==> config.mk <==
export PLATFORM = sky130hd
export DESIGN_NAME = eeprom_access_arbiter
export DESIGN_NICKNAME = d
export VERILOG_FILES = /design/src/rtl/eeprom_access_arbiter.sv
export SDC_FILE = /design/constraint.sdc
export NUM_CORES = 1
export LEC_CHECK = 0
export CORE_UTILIZATION = 40
export DETAILED_ROUTE_END_ITERATION = 6
export HOLD_SLACK_MARGIN = 0.15
export PLACE_DENSITY_LB_ADDON = 0.08
export RECOVER_POWER = 25
export REMOVE_ABC_BUFFERS = 1
export SLEW_MARGIN = 40
export SYNTH_ARGS = -nofsm -noshare
export SYNTH_HDL_FRONTEND = slang
export SYNTH_SLANG_ARGS = --single-unit
==> constraint.sdc <==
create_clock -name clk_125m -period 3.04 [get_ports clk_125m]
set_clock_uncertainty 0.15 [all_clocks]
set_input_delay 0.608 -clock clk_125m [delete_from_list [all_inputs] [get_ports clk_125m]]
set_output_delay 0.608 -clock clk_125m [all_outputs]
set_load 0.01 [all_outputs]
==> src/rtl/eeprom_access_arbiter.sv <==
// Two-port arbiter in front of a single EEPROM read/write engine.
// Round-robin grant, address/protection check, bounded wait for completion.
module eeprom_access_arbiter #(
  parameter int unsigned TIMEOUT_CYC = 12500000,
  parameter int unsigned PROT_BASE   = 240,
  parameter int unsigned CAL_BASE    = 240
) (
  input  logic          clk_125m,
  input  logic          rst_n,
  input  logic [1:0]    req_valid,
  input  logic [1:0]    req_wr,
  input  logic [15:0]   req_addr,
  input  logic [127:0]  req_wdata,
  output logic [1:0]    req_ready,
  output logic [1:0]    resp_valid,
  output logic [63:0]   resp_rdata,
  output logic [1:0]    resp_err,
  input  logic          eeprom_idle,
  output logic          wr_req,
  output logic [7:0]    wr_addr,
  output logic [63:0]   wr_u64,
  input  logic          wr_done,
  output logic          rd_req,
  output logic [7:0]    rd_addr,
  input  logic [63:0]   rd_u64,
  input  logic          rd_done,
  output logic          busy,
  output logic [2:0]    dbg_state
);

  // Handshake: req_ready is a one-cycle pulse in IDLE for the granted port;
  // the request fields are captured on that same edge, so the requester may
  // drop req_valid right after. resp_valid is a one-cycle pulse, no back-pressure.

  typedef enum logic [2:0] {
    IDLE      = 3'd0,
    CHECK     = 3'd1,
    WAIT_IDLE = 3'd2,
    ISSUE     = 3'd3,
    WAIT_DONE = 3'd4,
    RESP      = 3'd5
  } state_t;

  localparam logic [7:0]  PROT_ADDR = 8'(PROT_BASE);
  localparam logic [7:0]  CAL_ADDR  = 8'(CAL_BASE);
  localparam logic [31:0] TO_LAST   = 32'(TIMEOUT_CYC - 1);

  state_t       state_q, state_d;
  logic         prio_q, prio_d;
  logic         gnt_q, gnt_d;
  logic         wr_q, wr_d;
  logic [7:0]   addr_q, addr_d;
  logic [63:0]  wdata_q, wdata_d;
  logic [31:0]  cnt_q, cnt_d;
  logic [1:0]   resp_valid_q, resp_valid_d;
  logic [1:0]   resp_err_q, resp_err_d;
  logic [63:0]  resp_rdata_q, resp_rdata_d;
  logic         wr_req_q, wr_req_d;
  logic         rd_req_q, rd_req_d;
  logic [7:0]   wr_addr_q, wr_addr_d;
  logic [7:0]   rd_addr_q, rd_addr_d;
  logic [63:0]  wr_u64_q, wr_u64_d;
  logic         grant_port;
  logic [1:0]   gnt_mask;

  always_comb begin
    state_d      = state_q;
    prio_d       = prio_q;
    gnt_d        = gnt_q;
    wr_d         = wr_q;
    addr_d       = addr_q;
    wdata_d      = wdata_q;
    cnt_d        = cnt_q;
    resp_valid_d = 2'b00;
    resp_err_d   = resp_err_q;
    resp_rdata_d = resp_rdata_q;
    wr_req_d     = 1'b0;
    rd_req_d     = 1'b0;
    wr_addr_d    = wr_addr_q;
    rd_addr_d    = rd_addr_q;
    wr_u64_d     = wr_u64_q;
    req_ready    = 2'b00;
    // On contention the priority pointer decides; otherwise the lone requester wins.
    grant_port   = (req_valid == 2'b11) ? prio_q : req_valid[1];
    gnt_mask     = gnt_q ? 2'b10 : 2'b01;

    case (state_q)
      IDLE: begin
        if (|req_valid) begin
          req_ready = grant_port ? 2'b10 : 2'b01;
          gnt_d     = grant_port;
          wr_d      = req_wr[grant_port];
          addr_d    = grant_port ? req_addr[15:8] : req_addr[7:0];
          wdata_d   = grant_port ? req_wdata[127:64] : req_wdata[63:0];
          state_d   = CHECK;
        end
      end
      CHECK: begin
        if (addr_q[2:0] != 3'd0) begin
          resp_err_d   = 2'd2;
          resp_rdata_d = '0;
          resp_valid_d = gnt_mask;
          state_d      = RESP;
        end else if (wr_q && (addr_q >= PROT_ADDR) && !(gnt_q && (addr_q == CAL_ADDR))) begin
          // Only the calibration port may rewrite the DAC power-on word.
          resp_err_d   = 2'd1;
          resp_rdata_d = '0;
          resp_valid_d = gnt_mask;
          state_d      = RESP;
        end else begin
          state_d = WAIT_IDLE;
        end
      end
      WAIT_IDLE: begin
        if (eeprom_idle) begin
          wr_req_d = wr_q;
          rd_req_d = !wr_q;
          if (wr_q) begin
            wr_addr_d = addr_q;
            wr_u64_d  = wdata_q;
          end else begin
            rd_addr_d = addr_q;
          end
          state_d = ISSUE;
        end
      end
      ISSUE: begin
        cnt_d   = '0;
        state_d = WAIT_DONE;
      end
      WAIT_DONE: begin
        cnt_d = cnt_q + 32'd1;
        if (wr_q ? wr_done : rd_done) begin
          resp_err_d   = 2'd0;
          resp_rdata_d = wr_q ? 64'd0 : rd_u64;
          resp_valid_d = gnt_mask;
          state_d      = RESP;
        end else if (cnt_d >= TO_LAST) begin
          resp_err_d   = 2'd3;
          resp_rdata_d = '0;
          resp_valid_d = gnt_mask;
          state_d      = RESP;
        end
      end
      RESP: begin
        prio_d  = ~gnt_q;
        state_d = IDLE;
      end
      default: state_d = IDLE;
    endcase
  end

  always_ff @(posedge clk_125m) begin
    if (!rst_n) begin
      state_q      <= IDLE;
      prio_q       <= 1'b0;
      gnt_q        <= 1'b0;
      wr_q         <= 1'b0;
      addr_q       <= '0;
      wdata_q      <= '0;
      cnt_q        <= '0;
      resp_valid_q <= '0;
      resp_err_q   <= '0;
      resp_rdata_q <= '0;
      wr_req_q     <= 1'b0;
      rd_req_q     <= 1'b0;
      wr_addr_q    <= '0;
      rd_addr_q    <= '0;
      wr_u64_q     <= '0;
    end else begin
      state_q      <= state_d;
      prio_q       <= prio_d;
      gnt_q        <= gnt_d;
      wr_q         <= wr_d;
      addr_q       <= addr_d;
      wdata_q      <= wdata_d;
      cnt_q        <= cnt_d;
      resp_valid_q <= resp_valid_d;
      resp_err_q   <= resp_err_d;
      resp_rdata_q <= resp_rdata_d;
      wr_req_q     <= wr_req_d;
      rd_req_q     <= rd_req_d;
      wr_addr_q    <= wr_addr_d;
      rd_addr_q    <= rd_addr_d;
      wr_u64_q     <= wr_u64_d;
    end
  end

  assign resp_valid = resp_valid_q;
  assign resp_err   = resp_err_q;
  assign resp_rdata = resp_rdata_q;
  assign wr_req     = wr_req_q;
  assign rd_req     = rd_req_q;
  assign wr_addr    = wr_addr_q;
  assign rd_addr    = rd_addr_q;
  assign wr_u64     = wr_u64_q;
  assign busy       = (state_q != IDLE);
  assign dbg_state  = state_q;

endmodule

Word-level counts from Yosys, hierarchy flattened
Index checks and enable logic that the tools add are counted.

word-level totals
  register bits = 260
  input bits = 217
  output and inout bits = 156
  word-level logic and storage cells = 83

operators by class
  $add $sub $neg = 1
  $lt $le $gt $ge = 3
  eq/ne operators = 11
  muxes and demuxes = 34
  bitwise operators = 2
  reductions and logical operators = 17

operator list
  operator                                                                  count
  64-bit two-way mux                                                        6
  64-bit case mux with 2 select lines                                       1
  32-bit case mux with 2 select lines                                       1
  32-bit by 1-bit adder with 32-bit output (second input constant)          1
  32-bit by 24-bit >= comparator with 1-bit output (second input constant)  1
  2-bit two-way mux                                                         12
  3-bit two-way mux                                                         6
  3-bit case mux with 5 select lines                                        1
  3-bit AND reduction                                                       5
  8-bit equality test (second input constant)                               1
  8-bit >= comparator (second input constant)                               1
  8-bit two-way mux                                                         1
  2-bit case mux with 2 select lines                                        2
  3-bit by 2-bit equality test with 1-bit output (second input constant)    2
  3-bit equality test (second input constant)                               2
  3-bit != test (second input constant)                                     2
  3-bit nonzero test                                                        2
  1-bit two-way mux                                                         4
  2-bit != test (second input constant)                                     2
  2-bit nonzero test                                                        2
  3-bit by 1-bit equality test with 1-bit output (second input constant)    1
  1-bit logical AND                                                         3
  3-bit logical NOT                                                         1
  2-bit equality test (second input constant)                               1
  other kinds (5)                                                           7

Depth between registers and ports, before layout
  depth after elaboration = 7
  depth in mapped cells = 11
  mapped depth without buffers = 8

Least setup slack after synthesis
OpenSTA, ideal clock, no wires.

  path kind = register to register
  from = register cnt_q[0]
  to = register resp_rdata_q[31], in the netlist resp_rdata[31]
  library setup time = 0.084 ns
  data arrival time = 2.517 ns
  required time = 2.806 ns
  setup slack = 0.289 ns
  cell stages (with the launch flop) = 11
  buffers on the path = 3
  clock period less this slack = 2.751 ns
  path through = dfxtp_1 ha_1 clkbuf_1 nand4_1 nor3_1 xor2_1 a2111oi_2 nand3_2 buf_4 buf_6 o31ai_2

between the ends
  word-level cells in the longest chain between the ends = 4

RTL lines
  element                                           line  RTL
  from (decl)                                       54    logic [31:0] cnt_q, cnt_d;
  from (signal assigned)                            177   cnt_q <= cnt_d;
  32-bit by 1-bit adder with 32-bit output          132   cnt_d = cnt_q + 32'd1;
  32-bit by 24-bit >= comparator with 1-bit output  138   end else if (cnt_d >= TO_LAST) begin
  3-bit != test (no line)                           --
  3-bit AND reduction (no line)                     --
  to (signal assigned)                              180   resp_rdata_q <= resp_rdata_d;
  to (decl)                                         57    logic [63:0] resp_rdata_q, resp_rdata_d;

No other way between the ends.
A chain may end at the register's enable or synchronous reset.

Worst setup path after layout
  from = register state_q[0], in the netlist dbg_state[0]
  to = output port req_ready[0]

between the ends
  word-level cells in the longest chain between the ends = 2

RTL lines
  element                 line  RTL
  from (decl)             48    state_t state_q, state_d;
  from (signal assigned)  171   state_q <= state_d;
  3-bit logical NOT       87    case (state_q)
  2-bit two-way mux       87
  to (decl)               14    output logic [1:0] req_ready,

No other way between the ends.

==> run_results.csv <==
group,metric,value,unit
run_status,status,"finished, violations left",
run_status,violations,"design-rule violations",
drt,via_per_inst,5.56,
yosys,yosysMostFrequentCell,"dfxtp_1",
yosys,synth.distinct_cells,61,
power,p_leak,5.45,nW
power,p_per_area,652,nW/um^2
yosys,synth_area_leaders,"dfxtp_1 (47%), nand2_1 (8.2%), a222oi_1 (6.1%)",
clocking,holdBufCountCts,0,
clocking,numCtsBuffers,29,
placed_design,dpl.hpwl,23900,microns
sta,rsz0062_at_grt,"no",
global_route,antenna_found_initial,1,
drt,firstDrtPassIters,7,
yosys,yosys.area.top_type,"dfxtp_1",
clocking,clkLatencyLatePin,540,ps
drt,ant_nets,0,
global_route,overflow,0,
power,vdd_ir_drop_max,0.704,mV
clocking,clock_tree.buffer_depth,3,
power,intPower,0.00719,W
placed_design,gp_congestion,0.794,
yosys,async_flop_share,0,
clocking,cts_resized,1,
finish,syn2layout_area_growth,46.6,%
yosys,synth_cells,1279,
drt,route.detailed.drc,6,
clocking,htree_levels,1,
worst_setup_path,path_max_fanout,3,
clocking,cts-root-buf,"clkbuf_16",
yosys,ys_seq_elements,260,
floorplan,fp-row-count,60,
finish,instances_no_fill,1963,
sta,setup_viol,0,
drt,wl,35700,microns
clocking,clk_pin_slew,70,ps
yosys,synthFlopType,"dfxtp_1",
sta,relSlewSlack,0.377,
finish,fin_nets,1820,
drt,drt_iter0_markers,983,
sta,post-route-period-util,0.971,
power,seqPwrFrac,0.389,
power,power,0.0105,W
yosys,yosys_warnings,0,
worst_setup_path,critical_path_class,"flip-flop to output pin",
worst_setup_path,crit_required,2280,ps
floorplan,die_h,168,microns
clocking,post-cts-setup-buffer-count,0,
power,pwr-share-clk,0.337,
yosys,netlist_top_cells_count,"dfxtp_1 (260), nand2_1 (241), nor2_1 (120), clkbuf_1 (109), a21oi_1 (106)",
placed_design,io_buffers,372,
yosys,syn_area,11000,sq um
sta,hold_viol,0,
drt,dr_total_vias,10900,
power,power.switching,0.00329,W
floorplan,num_io_pins,373,
drt,post_drt_wl_per_cell,18.2,microns
clocking,clock-sinks,260,
floorplan,initial_core_util,0.407,
sta,slew_violations,0,
worst_setup_path,end_kind,"output pin",
min_path,min_path_type,"flip-flop to flip-flop",
global_route,grt_pass1_vias,10100,
global_route,grt_max_degree,136,
sta,fmax,339,MHz
global_route,grt_pass1_wl,55900,microns
worst_setup_path,arrival,2190,ps
power,combinationalPowerShare,0.274,
finish,final_layout_size_suffix_gt1_frac,0.0753,
floorplan,core_area,27000,sq um
global_route,grt_util_all_layers,0.247,
clocking,cts_tree,"yes",
sta,fin_crit,2950,ps
placed_design,placed_cells,1911,
sta,worstMarginPinSlew,934,ps
yosys,synth_edf_count,0,
job,maxCapViolCount,0,
yosys,syn_area_per_cell,8.58,sq um
floorplan,die_w,168,microns
worst_setup_path,cp-start-kind,"flip-flop",
yosys,synth_top_cell_area_share,0.474,
yosys,yosysSeqAreaShare,0.474,
floorplan,dieArea,28100,sq um
power,p_sw_frac,0.314,
[registers in the layout, indices dropped and copies added, names as in the netlist]
register and flops:
dbg_state 3, wr_req 1, rd_req 1, prio_q 1, resp_valid 2, wr_addr 8
wdata_q 64, resp_err 2, wr_q 1, rd_addr 8, gnt_q 1, wr_u64 64
resp_rdata 64, cnt_q 32, addr_q 8
[layout by cell type, fill, tap and decap left out, types with 11 or more instances in the layout]
| cell type | netlist | final |
|---|---|---|
| a21oi_1 | 106 | 106 |
| a222oi_1 | 67 | 67 |
| a32oi_1 | 64 | 64 |
| buf_12 | 0 | 11 |
| buf_4 | 3 | 31 |
| clkbuf_16 | 0 | 29 |
| clkdlybuf4s50_1 | 0 | 369 |
| dfxtp_1 | 260 | 259 |
| inv_1 | 13 | 12 |
| mux2i_1 | 18 | 18 |
| nand2_1 | 241 | 241 |
| nand3_1 | 21 | 21 |
| nand4_1 | 12 | 12 |
| nor2_1 | 120 | 118 |
| nor3_1 | 21 | 20 |
| o21ai_0 | 30 | 31 |
| o31ai_1 | 58 | 58 |
[power groups by stage]
stage / registers, W / logic [W] / clock network, W
global placement: 0.00413 / 0.00284 / 0
floorplan: 0.00415 / 0.00143 / 0
CTS: 0.00408 / 0.00289 / 0.00360
finish: 0.00408 / 0.00287 / 0.00353
detailed placement: 0.00415 / 0.00288 / 0
global route: 0.00413 / 0.00312 / 0.00375
[logic make-up after synthesis]
kind of cell               after synthesis  synth area share
muxes                                   18            0.0164
and+or+nand+nor                        467             0.186
buffers and inverters                  141            0.0514
DFF                                    260             0.474
AOI/OAI and AO/OA                      382             0.262
adders and majority gates                2           0.00228
xor gates and xnor gates                 9           0.00718
[stage by stage]
step / setup slack (ps) / hold WS (ps) / setup TNS [ps] / utilization / cell area (sq um)
floorplan: -1040 / 281 / -165980 / - / 10500
global placement: -108 / 287 / -2740 / 0.561 / 15100
detailed placement: -119 / 292 / -3730 / 0.561 / 15100
CTS: 41.4 / 292 / 0 / 0.597 / 16100
global route: 6.85 / 298 / 0 / 0.597 / 16100
finish: 87.0 / 300 / 0 / 0.597 / 16100
[final timing paths]
path,startpoint,to,slack [ps],cells past startpoint
min,wr_addr[0],wr_addr[0],300,2
min reg2reg,wr_addr[0],wr_addr[0],300,2
max reg2reg,cnt_q[7],dbg_state[0],260,8
max,dbg_state[0],req_ready[0],90,4
[area by class of cell]
type / instances / area, sq um
diodes: 2 / 5.00
clock buffers: 41 / 831
clock inverters: 9 / 125
fillers: 2369 / 10900
inverters: 13 / 51.3
multi-input cells: 878 / 5250
flip-flops and latches: 260 / 5210
well taps: 341 / 427
repair buffers: 419 / 4190
[metal layers]
layer	GRT usage	up-vias	wire, microns	part of all wire
li1	-	5375	-	-
met1	0.307	5111	14700	0.41
met2	0.419	383	17400	0.49
met3	0.0648	50	2910	0.082
met4	0.0662	0	777	0.022
met5	0	-	0	0
[worst max-delay path, cell delays in order, from the launching register on]
cell and delay [ps]:
dfxtp_1 330, or3_4 410, nor2_1 150, and2_2 210, clkdlybuf4s50_1 550
No activity file was read; power rests on OpenSTA's default activity.
